### src/rtl/arithmetic_divider32_if.sv
// Request/result bundle for the multi-cycle divider: start/busy/done handshake,
// operands in, quotient/remainder/div_by_zero out.
interface arithmetic_divider32_if #(
    parameter int WIDTH = 32
);
    // Handshake: start is sampled only while the divider is idle; busy is high
    // while an accepted request is in flight; done pulses for one cycle when the
    // results become valid; results then hold until the next accepted start.
    logic             start;
    logic             is_signed;
    logic [WIDTH-1:0] dividend;
    logic [WIDTH-1:0] divisor;
    logic             busy;
    logic             done;
    logic [WIDTH-1:0] quotient;
    logic [WIDTH-1:0] remainder;
    logic             div_by_zero;

    modport master (
        output start, is_signed, dividend, divisor,
        input  busy, done, quotient, remainder, div_by_zero
    );

    modport slave (
        input  start, is_signed, dividend, divisor,
        output busy, done, quotient, remainder, div_by_zero
    );
endinterface

### src/rtl/arithmetic_divider32.sv
// Radix-2 restoring divider on operand magnitudes with RISC-V DIV/DIVU/REM/REMU
// sign rules; one quotient bit per cycle, sign fix-up in a separate cycle.
module arithmetic_divider32 #(
    parameter int WIDTH = 32,
    parameter int CNT_W = 6
) (
    input  logic                   clk,
    input  logic                   rst_n,
    arithmetic_divider32_if.slave  bus,
    output logic [1:0]             o_dbg_state
);
    typedef enum logic [1:0] {
        S_IDLE = 2'd0,
        S_RUN  = 2'd1,
        S_FIX  = 2'd2,
        S_DONE = 2'd3
    } state_t;

    state_t           r_state;
    logic [WIDTH-1:0] r_rem;
    logic [WIDTH-1:0] r_q;
    logic [WIDTH-1:0] r_dvsr;
    logic [CNT_W-1:0] r_cnt;
    logic             r_sign_q;
    logic             r_sign_r;
    logic             r_busy;
    logic             r_done;
    logic [WIDTH-1:0] r_quot;
    logic [WIDTH-1:0] r_remd;
    logic             r_dbz;

    logic             w_dvd_neg;
    logic             w_dvs_neg;
    logic [WIDTH-1:0] w_dvd_mag;
    logic [WIDTH-1:0] w_dvs_mag;
    logic [WIDTH:0]   w_shift;
    logic [WIDTH:0]   w_trial;

    assign w_dvd_neg = bus.is_signed & bus.dividend[WIDTH-1];
    assign w_dvs_neg = bus.is_signed & bus.divisor[WIDTH-1];
    assign w_dvd_mag = w_dvd_neg ? -bus.dividend : bus.dividend;
    assign w_dvs_mag = w_dvs_neg ? -bus.divisor  : bus.divisor;

    // Partial remainder stays below the divisor, so WIDTH+1 bits hold the
    // shifted value and the trial's borrow bit tells whether it went negative.
    assign w_shift = {r_rem, r_q[WIDTH-1]};
    assign w_trial = w_shift - {1'b0, r_dvsr};

    always_ff @(posedge clk or negedge rst_n) begin
        if (!rst_n) begin
            r_state  <= S_IDLE;
            r_rem    <= '0;
            r_q      <= '0;
            r_dvsr   <= '0;
            r_cnt    <= '0;
            r_sign_q <= 1'b0;
            r_sign_r <= 1'b0;
            r_busy   <= 1'b0;
            r_done   <= 1'b0;
            r_quot   <= '0;
            r_remd   <= '0;
            r_dbz    <= 1'b0;
        end else begin
            r_done <= 1'b0;
            case (r_state)
                S_IDLE: begin
                    if (bus.start) begin
                        if (bus.divisor == '0) begin
                            r_quot  <= '1;
                            r_remd  <= bus.dividend;
                            r_dbz   <= 1'b1;
                            r_done  <= 1'b1;
                            r_state <= S_DONE;
                        end else begin
                            r_q      <= w_dvd_mag;
                            r_dvsr   <= w_dvs_mag;
                            r_rem    <= '0;
                            r_sign_q <= w_dvd_neg ^ w_dvs_neg;
                            r_sign_r <= w_dvd_neg;
                            r_cnt    <= CNT_W'(WIDTH);
                            r_busy   <= 1'b1;
                            r_state  <= S_RUN;
                        end
                    end
                end
                S_RUN: begin
                    r_rem <= w_trial[WIDTH] ? w_shift[WIDTH-1:0] : w_trial[WIDTH-1:0];
                    r_q   <= {r_q[WIDTH-2:0], ~w_trial[WIDTH]};
                    r_cnt <= r_cnt - CNT_W'(1);
                    if (r_cnt == CNT_W'(1)) begin
                        r_state <= S_FIX;
                    end
                end
                S_FIX: begin
                    r_quot  <= r_sign_q ? -r_q : r_q;
                    r_remd  <= r_sign_r ? -r_rem : r_rem;
                    r_dbz   <= 1'b0;
                    r_busy  <= 1'b0;
                    r_done  <= 1'b1;
                    r_state <= S_DONE;
                end
                S_DONE: begin
                    r_state <= S_IDLE;
                end
                default: begin
                    r_state <= S_IDLE;
                end
            endcase
        end
    end

    assign bus.busy        = r_busy;
    assign bus.done        = r_done;
    assign bus.quotient    = r_quot;
    assign bus.remainder   = r_remd;
    assign bus.div_by_zero = r_dbz;
    assign o_dbg_state     = r_state;
endmodule

### src/flat_wrapper.sv
// flat-port wrapper written by rule: the top's interface ports become plain ports
module arithmetic_divider32_flat 
#(
    parameter int WIDTH = 32,
    parameter int CNT_W = 6
)
  (clk, rst_n, o_dbg_state, bus_start, bus_is_signed, bus_dividend, bus_divisor, bus_busy, bus_done, bus_quotient, bus_remainder, bus_div_by_zero);
  arithmetic_divider32_if #(.WIDTH(WIDTH)) bus_i ();
  input  logic clk;
  input  logic rst_n;
  output logic [1:0] o_dbg_state;
  input wire logic [$bits(bus_i.start)-1:0] bus_start;
  input wire logic [$bits(bus_i.is_signed)-1:0] bus_is_signed;
  input wire logic [$bits(bus_i.dividend)-1:0] bus_dividend;
  input wire logic [$bits(bus_i.divisor)-1:0] bus_divisor;
  output wire logic [$bits(bus_i.busy)-1:0] bus_busy;
  output wire logic [$bits(bus_i.done)-1:0] bus_done;
  output wire logic [$bits(bus_i.quotient)-1:0] bus_quotient;
  output wire logic [$bits(bus_i.remainder)-1:0] bus_remainder;
  output wire logic [$bits(bus_i.div_by_zero)-1:0] bus_div_by_zero;
  assign bus_i.start = bus_start;
  assign bus_i.is_signed = bus_is_signed;
  assign bus_i.dividend = bus_dividend;
  assign bus_i.divisor = bus_divisor;
  assign bus_busy = bus_i.busy;
  assign bus_done = bus_i.done;
  assign bus_quotient = bus_i.quotient;
  assign bus_remainder = bus_i.remainder;
  assign bus_div_by_zero = bus_i.div_by_zero;
  arithmetic_divider32 #(.WIDTH(WIDTH), .CNT_W(CNT_W)) u_core (.clk(clk), .rst_n(rst_n), .bus(bus_i), .o_dbg_state(o_dbg_state));
endmodule
### config.mk
export PLATFORM = sky130hd
export DESIGN_NAME = arithmetic_divider32_flat
export DESIGN_NICKNAME = d
export VERILOG_FILES = /design/src/rtl/arithmetic_divider32_if.sv /design/src/rtl/arithmetic_divider32.sv /design/src/flat_wrapper.sv
export SDC_FILE = /design/constraint.sdc
export NUM_CORES = 1
export LEC_CHECK = 0
export BUFFER_PORTS_ARGS = -buffer_cell sky130_fd_sc_hd__buf_2
export CAP_MARGIN = 20
export CELL_PAD_IN_SITES_DETAIL_PLACEMENT = 1
export CELL_PAD_IN_SITES_GLOBAL_PLACEMENT = 2
export CORE_MARGIN = 1.5
export CORE_UTILIZATION = 33
export DETAILED_ROUTE_END_ITERATION = 7
export PLACE_DENSITY = 0.77
export SYNTH_ARGS = -nofsm -noshare
export SYNTH_HDL_FRONTEND = slang
export SYNTH_SLANG_ARGS = --single-unit
### constraint.sdc
create_clock -name clk -period 9.1 [get_ports clk]
set_input_delay 1.82 -clock clk [delete_from_list [all_inputs] [get_ports clk]]
set_output_delay 1.82 -clock clk [all_outputs]
set_load 0.01 [all_outputs]
==> impl_metrics.toml, run 1 <==
[status]
outcome = "finished, final reports clean"

[setup_path]
critPathMaxStageDelay_ps = 650
crit_chain = "buf_2 -> nor4_1 -> or3b_2 -> o41a_1 -> buf_4 -> nand2b_4 -> nand2_1 -> buf_4 -> o311ai_0"
required_ps = 9390
cp_common_cell = "buf_4"
cpMaxStageDelayCell = "nand2_1"
r2r_slack_ps = 4990
end_kind = "register"
worstPathArrival_ps = 5180
start_kind = "input pin"
cp_max_fo = 31
critPathKind = "in -> reg"

[drt]
vias = 10500
drt_iter0_markers = 595
dr.pass1.iters = 5
wl_per_cell_um = 19.00
routed_via_density = 5.355
detail_route.wirelength_um = 37230
antenna_left = 0
drc = 0

[timing]
slew_violations = 0
whs_ps = 483.0
rsz0062_at_grt = "no"
setup_viol = 0
layout_min_cycle_time_ps = 4890
hold_viol_final = 0
timing.fmax_mhz = 204.5
max_slew_margin = 0.3477
finalCritPeriodShare = 0.5374
finalClockSkew_ps = 14.47
worst_pin_slew_ps = 978.4
finalSetupTns_ps = 0
fin_ws_ps = 4210

[synthesis]
ys_types = 75
synthArstFlopShare = 1.000
yosys.area.top_type = "dfrtp_1"
netlist_top_cells_area = "dfrtp_1 37%, o21ai_0 6.4%, xnor2_1 5.9%, xor2_1 5.1%, nand2_1 5.0%"
synth-edff-count = 0
synth_top_flop_cell = "dfrtp_1"
synth_top_area_frac = 0.3665
synthesis.area_sq_mm = 0.01181
synth_cells = 1402
synth_warnings = 0
synth_fp_nets = 1512
syn_area_per_cell_sq_um = 8.426
ys_seq_elements = 173
yosysSeqAreaShare = 0.3665

[cells_and_area]
fin_nets = 1596
fin_area_sq_mm = 0.01339
final-instance-count-excl-fill = 1960
layout_commonest_cell = "dfrtp_1"
syn_to_final_growth_pct = 13.37
drive_above_1_share = 0.1355
final_core_util = 0.3783
final_cell_mix = "173 x dfrtp_1, 158 x nand2_1, 150 x o21ai_0"

[cts]
hold_buffers = 0
clkSinkCount = 173
cts_root_buffer = "clkbuf_16"
post-cts-setup-buffer-count = 0
path_clk_slew_ps = 70
htree_levels = 4
cts_buffer_depth = 2
cts_buffers = 17
cts_tree = "done"
cts_resized = 0
clk_latency_ps = 440

[placement]
dpl.hpwl_um = 28040
io_buffer_count = 136
dp.cells = 1927
place.gp.congestion = 0.8437
placed_cell_area_sq_mm = 0.01280
pre_cts_slack_ps = 3755

[floorplan]
initial_core_util = 0.3337
die_x_um = 192.2
dieArea_sq_mm = 0.03694
rows = 69
dieHeight_um = 192.2
ios = 137
core_sq_mm = 0.03540

[power]
leakagePower_nw = 5.791
finalPower_mw = 4.668
p_per_area_mw_per_mm2 = 348.6
ir_worst_vdd_mv = 0.1417

[global_route]
grt_overflow = 0
antenna_found_initial = 0
gr-usage-all-layers = 0.2057
grt_max_degree = 111
grt_pass1_vias = 10740
grt_pass1_wl_um = 59400

[flow_run]
maxCapViolations = 0

[worst_hold_path]
hold_path_class = "reg -> reg"
## path summary, 6_finish.rpt
kind | startpoint | end | depth (start not counted)
worst max-delay path | bus_divisor[27] | u_core.r_rem[1]$_DFFE_PN0P_ | 9
worst min-delay path | u_core.bus.remainder[31]$_DFFE_PN0P_ | u_core.bus.remainder[31]$_DFFE_PN0P_ | 2
worst max register to register | u_core.r_q[31]$_DFFE_PN0P_ | u_core.r_q[0]$_DFFE_PN0P_ | 13
worst min register to register | u_core.bus.remainder[31]$_DFFE_PN0P_ | u_core.bus.remainder[31]$_DFFE_PN0P_ | 2
max in group asynchronous | rst_n | u_core.r_dvsr[21]$_DFFE_PN0P_ | 3
min in group asynchronous | rst_n | u_core.bus.quotient[6]$_DFFE_PN0P_ | 1
## cell type report
type	instances	area (sq um)
clock buffers	18	439.2
repair buffers	148	797.0
well taps	461	576.8
flip-flops and latches	173	4329
fillers	4251	22000
multi-input cells	1084	6897
inverters	62	232.7
diodes	1	2.502
clock inverters	13	117.6
## where the power goes
part           internal, mW  leakage, nW  switching (mW)
clock                 0.384        0.261           0.335
sequential             1.09         2.02           0.381
combinational         0.973         3.51            1.50
## registers in the layout (all words and copies together), names as in the netlist
register and count:
u_core.bus.quotient 32, u_core.bus.remainder 32, u_core.r_dvsr 32, u_core.r_q 32, u_core.r_rem 32, u_core.r_cnt 6, u_core.o_dbg_state 2, u_core.bus.busy 1
u_core.bus.div_by_zero 1, u_core.bus.done 1, u_core.r_sign_q 1, u_core.r_sign_r 1
## Yosys cell counts, drive strengths merged, types with 7 or more instances
cell type    n
nor4        12
o22ai       29
xor2        70
o22a        13
o21ai      156
mux2i       41
ha          41
xnor2       80
o31ai       24
and2         7
or3         13
buf         26
and3         7
a21o        16
a31oi       27
dfrtp      173
or4         12
nand4        9
a21oi      117
o41ai       12
inv         61
clkbuf      57
nand2b      16
nand3       22
nor3        21
nor2       110
nand2      159
## metal layers
layer	track usage	vias up	part of all wire
met3	0.02174	25	0.027
met5	0	-	0
met2	0.3462	167	0.48
met4	0.05277	0	0.017
met1	0.2803	5149	0.47
li1	-	5154	-
## kinds of logic (layout without fill, tap and decap cells)
group | count (synthesis) | count (layout) | synth area share
compound gates | 445 | 445 | 0.2270
buf+inv | 145 | 241 | 0.05105
simple gates | 406 | 406 | 0.1628
xor+xnor | 150 | 150 | 0.1128
other cells | 0 | 1 | 0
fa+ha+maj | 42 | 42 | 0.04512
mux | 41 | 41 | 0.03474
flops | 173 | 173 | 0.3665
## worst max-delay path, delay by kind of cell
| family | cells | cell delay (ps) |
|---|---|---|
| AOI/OAI and AO/OA | 2 | 530 |
| and+or+nand+nor | 4 | 1960 |
| buffers and inverters | 3 | 810 |
Power figures use the tool's default switching activity.
==> inputs of run 2 (changes only) <==
--- a/config.mk
+++ b/config.mk
@@ -5,6 +5,7 @@
 export SDC_FILE = /design/constraint.sdc
 export NUM_CORES = 1
 export LEC_CHECK = 0
+export ABC_AREA = 1
 export BUFFER_PORTS_ARGS = -buffer_cell sky130_fd_sc_hd__buf_2
 export CAP_MARGIN = 20
 export CELL_PAD_IN_SITES_DETAIL_PLACEMENT = 1
@@ -12,7 +13,7 @@
 export CORE_MARGIN = 1.5
 export CORE_UTILIZATION = 33
 export DETAILED_ROUTE_END_ITERATION = 7
-export PLACE_DENSITY = 0.77
+export PLACE_DENSITY = 0.84
 export SYNTH_ARGS = -nofsm -noshare
 export SYNTH_HDL_FRONTEND = slang
 export SYNTH_SLANG_ARGS = --single-unit
==> constraint.sdc (replaced) <==
create_clock -name clk -period 4.6 [get_ports clk]
set_input_delay 0.92 -clock clk [delete_from_list [all_inputs] [get_ports clk]]
set_output_delay 0.92 -clock clk [all_outputs]
set_load 0.01 [all_outputs]
==> run 2 against run 1 <==
Against the previous run: total power grew to 2.7 times the previous value; combinational power grew to 3.2 times the previous value; core utilization shrank 0.10 points; register-to-register slack lost 3700 ps.
==> impl_metrics.toml, run 2 <==
[timing]
setup_viol = 0
finalClockSkew_ps = 12.45
rsz0062_at_grt = "no"
fin_ws_ps = 1267
timing.fmax_mhz = 300.1
whs_ps = 480.6
hold_viol_final = 0
worst_pin_slew_ps = 894.4
finalSetupTns_ps = 0
max_slew_margin = 0.4037
finalCritPeriodShare = 0.7245
slew_violations = 0
layout_min_cycle_time_ps = 3333

[cts]
clkSinkCount = 173
hold_buffers = 0
cts_buffer_depth = 2
cts_root_buffer = "clkbuf_16"
path_clk_slew_ps = 70
htree_levels = 4
cts_tree = "done"
clk_latency_ps = 450
post-cts-setup-buffer-count = 0
cts_buffers = 17
cts_resized = 0

[drt]
dr.pass1.iters = 5
antenna_left = 0
vias = 14470
detail_route.wirelength_um = 53630
drt_iter0_markers = 743
drc = 0
routed_via_density = 5.167
wl_per_cell_um = 19.15

[worst_hold_path]
hold_path_class = "reg -> reg"
holdPathEnd = "u_core.r_dvsr[27]$_DFFE_PN0P_"
hold_path.startpoint = "u_core.r_dvsr[27]$_DFFE_PN0P_"
min_delay_path_depth = 2

[cells_and_area]
final_core_util = 0.3773
fin_nets = 2367
final-instance-count-excl-fill = 2801
layout_commonest_cell = "nand2_1"
final_cell_mix = "718 x nand2_1, 291 x inv_1, 224 x nor2_1"
drive_above_1_share = 0.09784
num_antenna_cells = 0
nFillCells = 5410
syn_to_final_growth_pct = 13.06

[setup_path]
required_ps = 4940
rr_startpoint = "u_core.r_rem[0]$_DFFE_PN0P_"
critPathKind = "reg -> reg"
r2r_cells = 17
start_kind = "register"
worstPathArrival_ps = 3670
cp-startpoint = "u_core.r_rem[0]$_DFFE_PN0P_"
end_kind = "register"
cp_max_fo = 30
r2r_slack_ps = 1270
r2r_end = "u_core.r_rem[16]$_DFFE_PN0P_"

[synthesis]
synth-edff-count = 0
ys_types = 40
synth_warnings = 0
synth_top_area_frac = 0.3177
ys_seq_elements = 173
netlist_top_cells_area = "dfrtp_1 32%, nand2_1 20%, inv_1 8.0%, nand3_1 7.1%, nor2_1 6.2%"
yosysSeqAreaShare = 0.3177
yosys-top-cells-count = "718 x nand2_1, 291 x inv_1, 225 x nor2_1"
synth_cells = 2152
synth_top_flop_cell = "dfrtp_1"
synthArstFlopShare = 1.000
synth_fp_nets = 2262
synthesis.area_sq_mm = 0.01363
yosysMostFrequentCell = "nand2_1"
syn_area_per_cell_sq_um = 6.333
yosys.area.top_type = "dfrtp_1"

[floorplan]
dieHeight_um = 206.2
rows = 74
dieArea_sq_mm = 0.04252
die_x_um = 206.2
initial_core_util = 0.3338
ios = 137
core_sq_mm = 0.04083

[global_route]
grt_pass1_vias = 14750
antenna_found_initial = 0
grt_pass1_wl_um = 83350
gr-usage-all-layers = 0.2576
grt_max_degree = 80
grt_overflow = 0

[power]
leakagePower_nw = 7.897
p_per_area_mw_per_mm2 = 805.1
ir_worst_vdd_mv = 0.2856

[placement]
dpl.hpwl_um = 43380
dp.cells = 2770
io_buffer_count = 136
place.gp.congestion = 0.8930
pre_cts_slack_ps = 1011

[flow_run]
maxCapViolations = 0

[status]
outcome = "finished, final reports clean"
-- run 2: cell count changes after synthesis, sizes merged, moves of 23 or more --
cell    delta
o31ai     -23
nor2     +120
inv      +233
o22ai     -26
mux2i     -41
nand2    +568
o21ai     -28
clkbuf    -28
xnor2     -56
a21oi     -48
nand3    +174
-- run 2: layout make-up --
| type | instances | area (sq um) | area share |
|---|---|---|---|
| multi-input cells | 1617 | 7849 | 0.5094 |
| flip-flops and latches | 173 | 4329 | 0.2810 |
| inverters | 296 | 1111 | 0.07211 |
| repair buffers | 152 | 832.0 | 0.05400 |
| well taps | 532 | 665.6 | 0.04320 |
| clock buffers | 21 | 460.4 | 0.02988 |
| clock inverters | 10 | 160.2 | 0.01039 |
-- run 2: worst max path at each step --
stage	cells past startpoint	endpoint	slack [ps]
CTS	17	u_core.r_rem[16]$_DFFE_PN0P_	1290
finish	17	u_core.r_rem[16]$_DFFE_PN0P_	1270
floorplan	13	u_core.r_q[7]$_DFFE_PN0P_	2210
global route	17	u_core.r_rem[16]$_DFFE_PN0P_	960
detailed placement	13	u_core.bus.remainder[17]$_DFFE_PN0P_	1010
global placement	13	u_core.bus.remainder[18]$_DFFE_PN0P_	1190
-- run 2: report_power, final --
group / internal, mW / leakage, nW / switching (mW)
Combinational: 2.48 / 5.51 / 5.38
Clock: 0.937 / 0.304 / 0.665
Sequential: 2.20 / 2.08 / 0.739
-- run 2: cell families after synthesis --
| group | after synthesis | share of synthesized area |
|---|---|---|
| AOI/OAI and AO/OA | 269 | 0.1139 |
| xor gates and xnor gates | 74 | 0.04756 |
| adders and majority gates | 42 | 0.03911 |
| buffers and inverters | 362 | 0.1076 |
| DFF | 173 | 0.3177 |
| and+or+nand+nor | 1232 | 0.3741 |
-- run 2: critical path: stages, from the launching register on --
cell and delay (ps):
dfrtp_1 600, inv_1 200, fa_1 440, inv_1 90, nand2_1 70, nand2_1 90
nand3_1 80, nand2_2 120, nand2_1 70, nand2_2 80, nand2_2 80, nand2_2 80
nand2_2 360, nand2_1 220, buf_4 320, nand2_1 160, nand3_1 90, nand2_1 60
-- run 2: through the flow --
stage | area (sq um) | total power [mW]
after global routing | 15410 | 13.57
after floorplan | 13630 | 8.200
after global placement | 14790 | 10.55
final | 15410 | 12.40
after CTS | 15410 | 12.42
after detailed placement | 14790 | 10.77
-- run 2: layer usage --
metal  wire length, um  share of wire  GRT usage
met4              1638          0.031    0.08903
met3              2489          0.046    0.03532
met1             24900           0.46     0.3430
met5                 0              0          0
met2             24610           0.46     0.4264
==> inputs of run 3 (changes only) <==
--- a/config.mk
+++ b/config.mk
@@ -5,7 +5,7 @@
 export SDC_FILE = /design/constraint.sdc
 export NUM_CORES = 1
 export LEC_CHECK = 0
-export ABC_AREA = 1
+export ABC_AREA = 0
 export BUFFER_PORTS_ARGS = -buffer_cell sky130_fd_sc_hd__buf_2
 export CAP_MARGIN = 20
 export CELL_PAD_IN_SITES_DETAIL_PLACEMENT = 1
@@ -13,7 +13,7 @@
 export CORE_MARGIN = 1.5
 export CORE_UTILIZATION = 33
 export DETAILED_ROUTE_END_ITERATION = 7
-export PLACE_DENSITY = 0.84
+export PLACE_DENSITY = 0.77
 export SYNTH_ARGS = -nofsm -noshare
 export SYNTH_HDL_FRONTEND = slang
 export SYNTH_SLANG_ARGS = --single-unit
==> constraint.sdc (replaced) <==
create_clock -name clk -period 3.3 [get_ports clk]
set_input_delay 0.66 -clock clk [delete_from_list [all_inputs] [get_ports clk]]
set_output_delay 0.66 -clock clk [all_outputs]
set_load 0.01 [all_outputs]
==> run 3 against run 2 <==
Against the previous run: sequential cell count is the same; sequential share of layout area grew 2.6 points; global-route usage shrank 4.3 points; via count shrank 25%; critical path type unchanged; critical endpoint is now u_core.r_rem[31]$_DFFE_PN0P_; largest cell class unchanged.
==> impl_metrics.toml, run 3 (synthesized netlist as in run 1, its figures left out) <==
[setup_path]
end_kind = "register"
critPathKind = "reg -> reg"
required_ps = 3690
start_kind = "register"
cp_max_fo = 5
worstPathArrival_ps = 3500

[timing]
finalClockSkew_ps = 13.85
fin_ws_ps = 197.7
whs_ps = 145.0
rsz0062_at_grt = "no"
timing.fmax_mhz = 322.3
finalCritPeriodShare = 0.9401
finalSetupTns_ps = 0
worst_pin_slew_ps = 971.6
slew_violations = 0
hold_viol_final = 0
setup_viol = 0
max_slew_margin = 0.3523
layout_min_cycle_time_ps = 3102

[drt]
drt_iter0_markers = 515
drc = 0
wl_per_cell_um = 19.04
routed_via_density = 5.302
antenna_left = 0
vias = 10790
dr.pass1.iters = 4
detail_route.wirelength_um = 38760

[cells_and_area]
fin_nets = 1671
layout_commonest_cell = "dfrtp_1"
nFillCells = 4252
final_cell_mix = "173 x dfrtp_1, 158 x nand2_1, 149 x o21ai_0"
drive_above_1_share = 0.1785
num_antenna_cells = 0
syn_to_final_growth_pct = 19.27
final_core_util = 0.3980

[power]
power_switching_mw = 6.397
pwr-share-comb = 0.556
leakagePower_nw = 6.227
internal-power_mw = 7.318
switching_share = 0.4664
clkPwrFrac = 0.157
p_per_area_mw_per_mm2 = 973.5
power_frac_seq = 0.288
ir_worst_vdd_mv = 0.4396

[global_route]
grt_overflow = 0
gr-usage-all-layers = 0.2148
grt_max_degree = 75
grt_pass1_vias = 11030
antenna_found_initial = 1
grt_pass1_wl_um = 61310

[floorplan]
dieArea_sq_mm = 0.03694
core_sq_mm = 0.03540
dieHeight_um = 192.2
die_x_um = 192.2
initial_core_util = 0.3337
ios = 137
rows = 69

[flow_run]
maxCapViolations = 0

[cts]
clk_latency_ps = 460
htree_levels = 4
clkSinkCount = 173
cts_buffers = 17
cts_root_buffer = "clkbuf_16"
path_clk_slew_ps = 80
cts_buffer_depth = 2
cts_tree = "done"

[placement]
dpl.hpwl_um = 30160
io_buffer_count = 136
pre_cts_slack_ps = 40.56
place.gp.congestion = 0.8150

[worst_hold_path]
hold_path_class = "in -> async"

[status]
outcome = "finished, final reports clean"
run 3: cell types whose count changed in the layout (fill, tap and decap cells not counted), moves of 22 or more:
cell	delta
nor2_1	-114
o21ai_0	+22
buf_4	+65
nand2_1	-560
inv_1	-230
nand3_1	-172
o31ai_1	+23
o22ai_1	+27
mux2i_1	+41
xnor2_1	+56
a21oi_1	+48
run 3: metal layers:
metal	up-vias	wire, um	GRT usage
li1	5317	-	-
met1	5241	18400	0.2828
met2	192	18440	0.3643
met3	37	1144	0.02777
met4	2	759	0.06708
met5	-	9	0
run 3: final timing paths:
kind	startpoint	end	slack, ps	cells past startpoint
worst min register to register	u_core.bus.remainder[16]$_DFFE_PN0P_	u_core.bus.remainder[16]$_DFFE_PN0P_	470	2
worst max register to register	u_core.r_q[31]$_DFFE_PN0P_	u_core.r_rem[31]$_DFFE_PN0P_	200	14
worst min-delay path	rst_n	u_core.bus.remainder[16]$_DFFE_PN0P_	140	1
min in group clk	u_core.bus.remainder[16]$_DFFE_PN0P_	u_core.bus.remainder[16]$_DFFE_PN0P_	470	2
max in group asynchronous	rst_n	u_core.r_rem[28]$_DFFE_PN0P_	2260	2
worst max-delay path	u_core.r_q[31]$_DFFE_PN0P_	u_core.r_rem[31]$_DFFE_PN0P_	200	14
run 3: final cells by class:
class	instances	area, sq um	share of cell area
Tap cell	461	576.8	0.04094
Clock inverter	15	176.4	0.01252
Clock buffer	17	425.4	0.03020
Timing Repair Buffer	223	1440	0.1022
Multi-Input combinational cell	1084	6908	0.4903
Inverter	62	232.7	0.01652
Sequential cell	173	4329	0.3073
run 3: critical path: stages, from the launching register on:
cell      delay [ps]
dfrtp_1          360
inv_1             50
ha_1             220
fa_1             410
nand2b_1         200
a21oi_2          180
o21ai_2           90
o21ai_1          140
buf_4            140
a31oi_2           90
a21bo_2          260
xor2_4           170
buf_4            170
or4_1            490
nand2_1           70
run 3: per-stage QoR:
| step | cells | area, sq um | total power, mW |
|---|---|---|---|
| after floorplan | 1402 | 11810 | 8.844 |
| after global placement | 2002 | 13470 | 11.39 |
| after detailed placement | 2002 | 13470 | 11.59 |
| after CTS | 2034 | 14070 | 13.78 |
| after global routing | 2035 | 14090 | 14.86 |
| final | 2035 | 14090 | 13.72 |
run 3: what timing repair did:
item | 4_1_cts | 5_1_grt
hold buffers | 0 | 0
endpoints found under the setup margin | 0 | 28
setup buffers | 0 | 1
resized for setup | 0 | 3
run 3: power groups by stage:
stage	clock, mW	sequential [mW]	combinational (mW)
finish	2.15	3.95	7.62
global route	2.28	4.07	8.50
CTS	2.19	3.94	7.65
detailed placement	0	3.97	7.62
global placement	0	3.94	7.45
floorplan	0	3.79	5.05
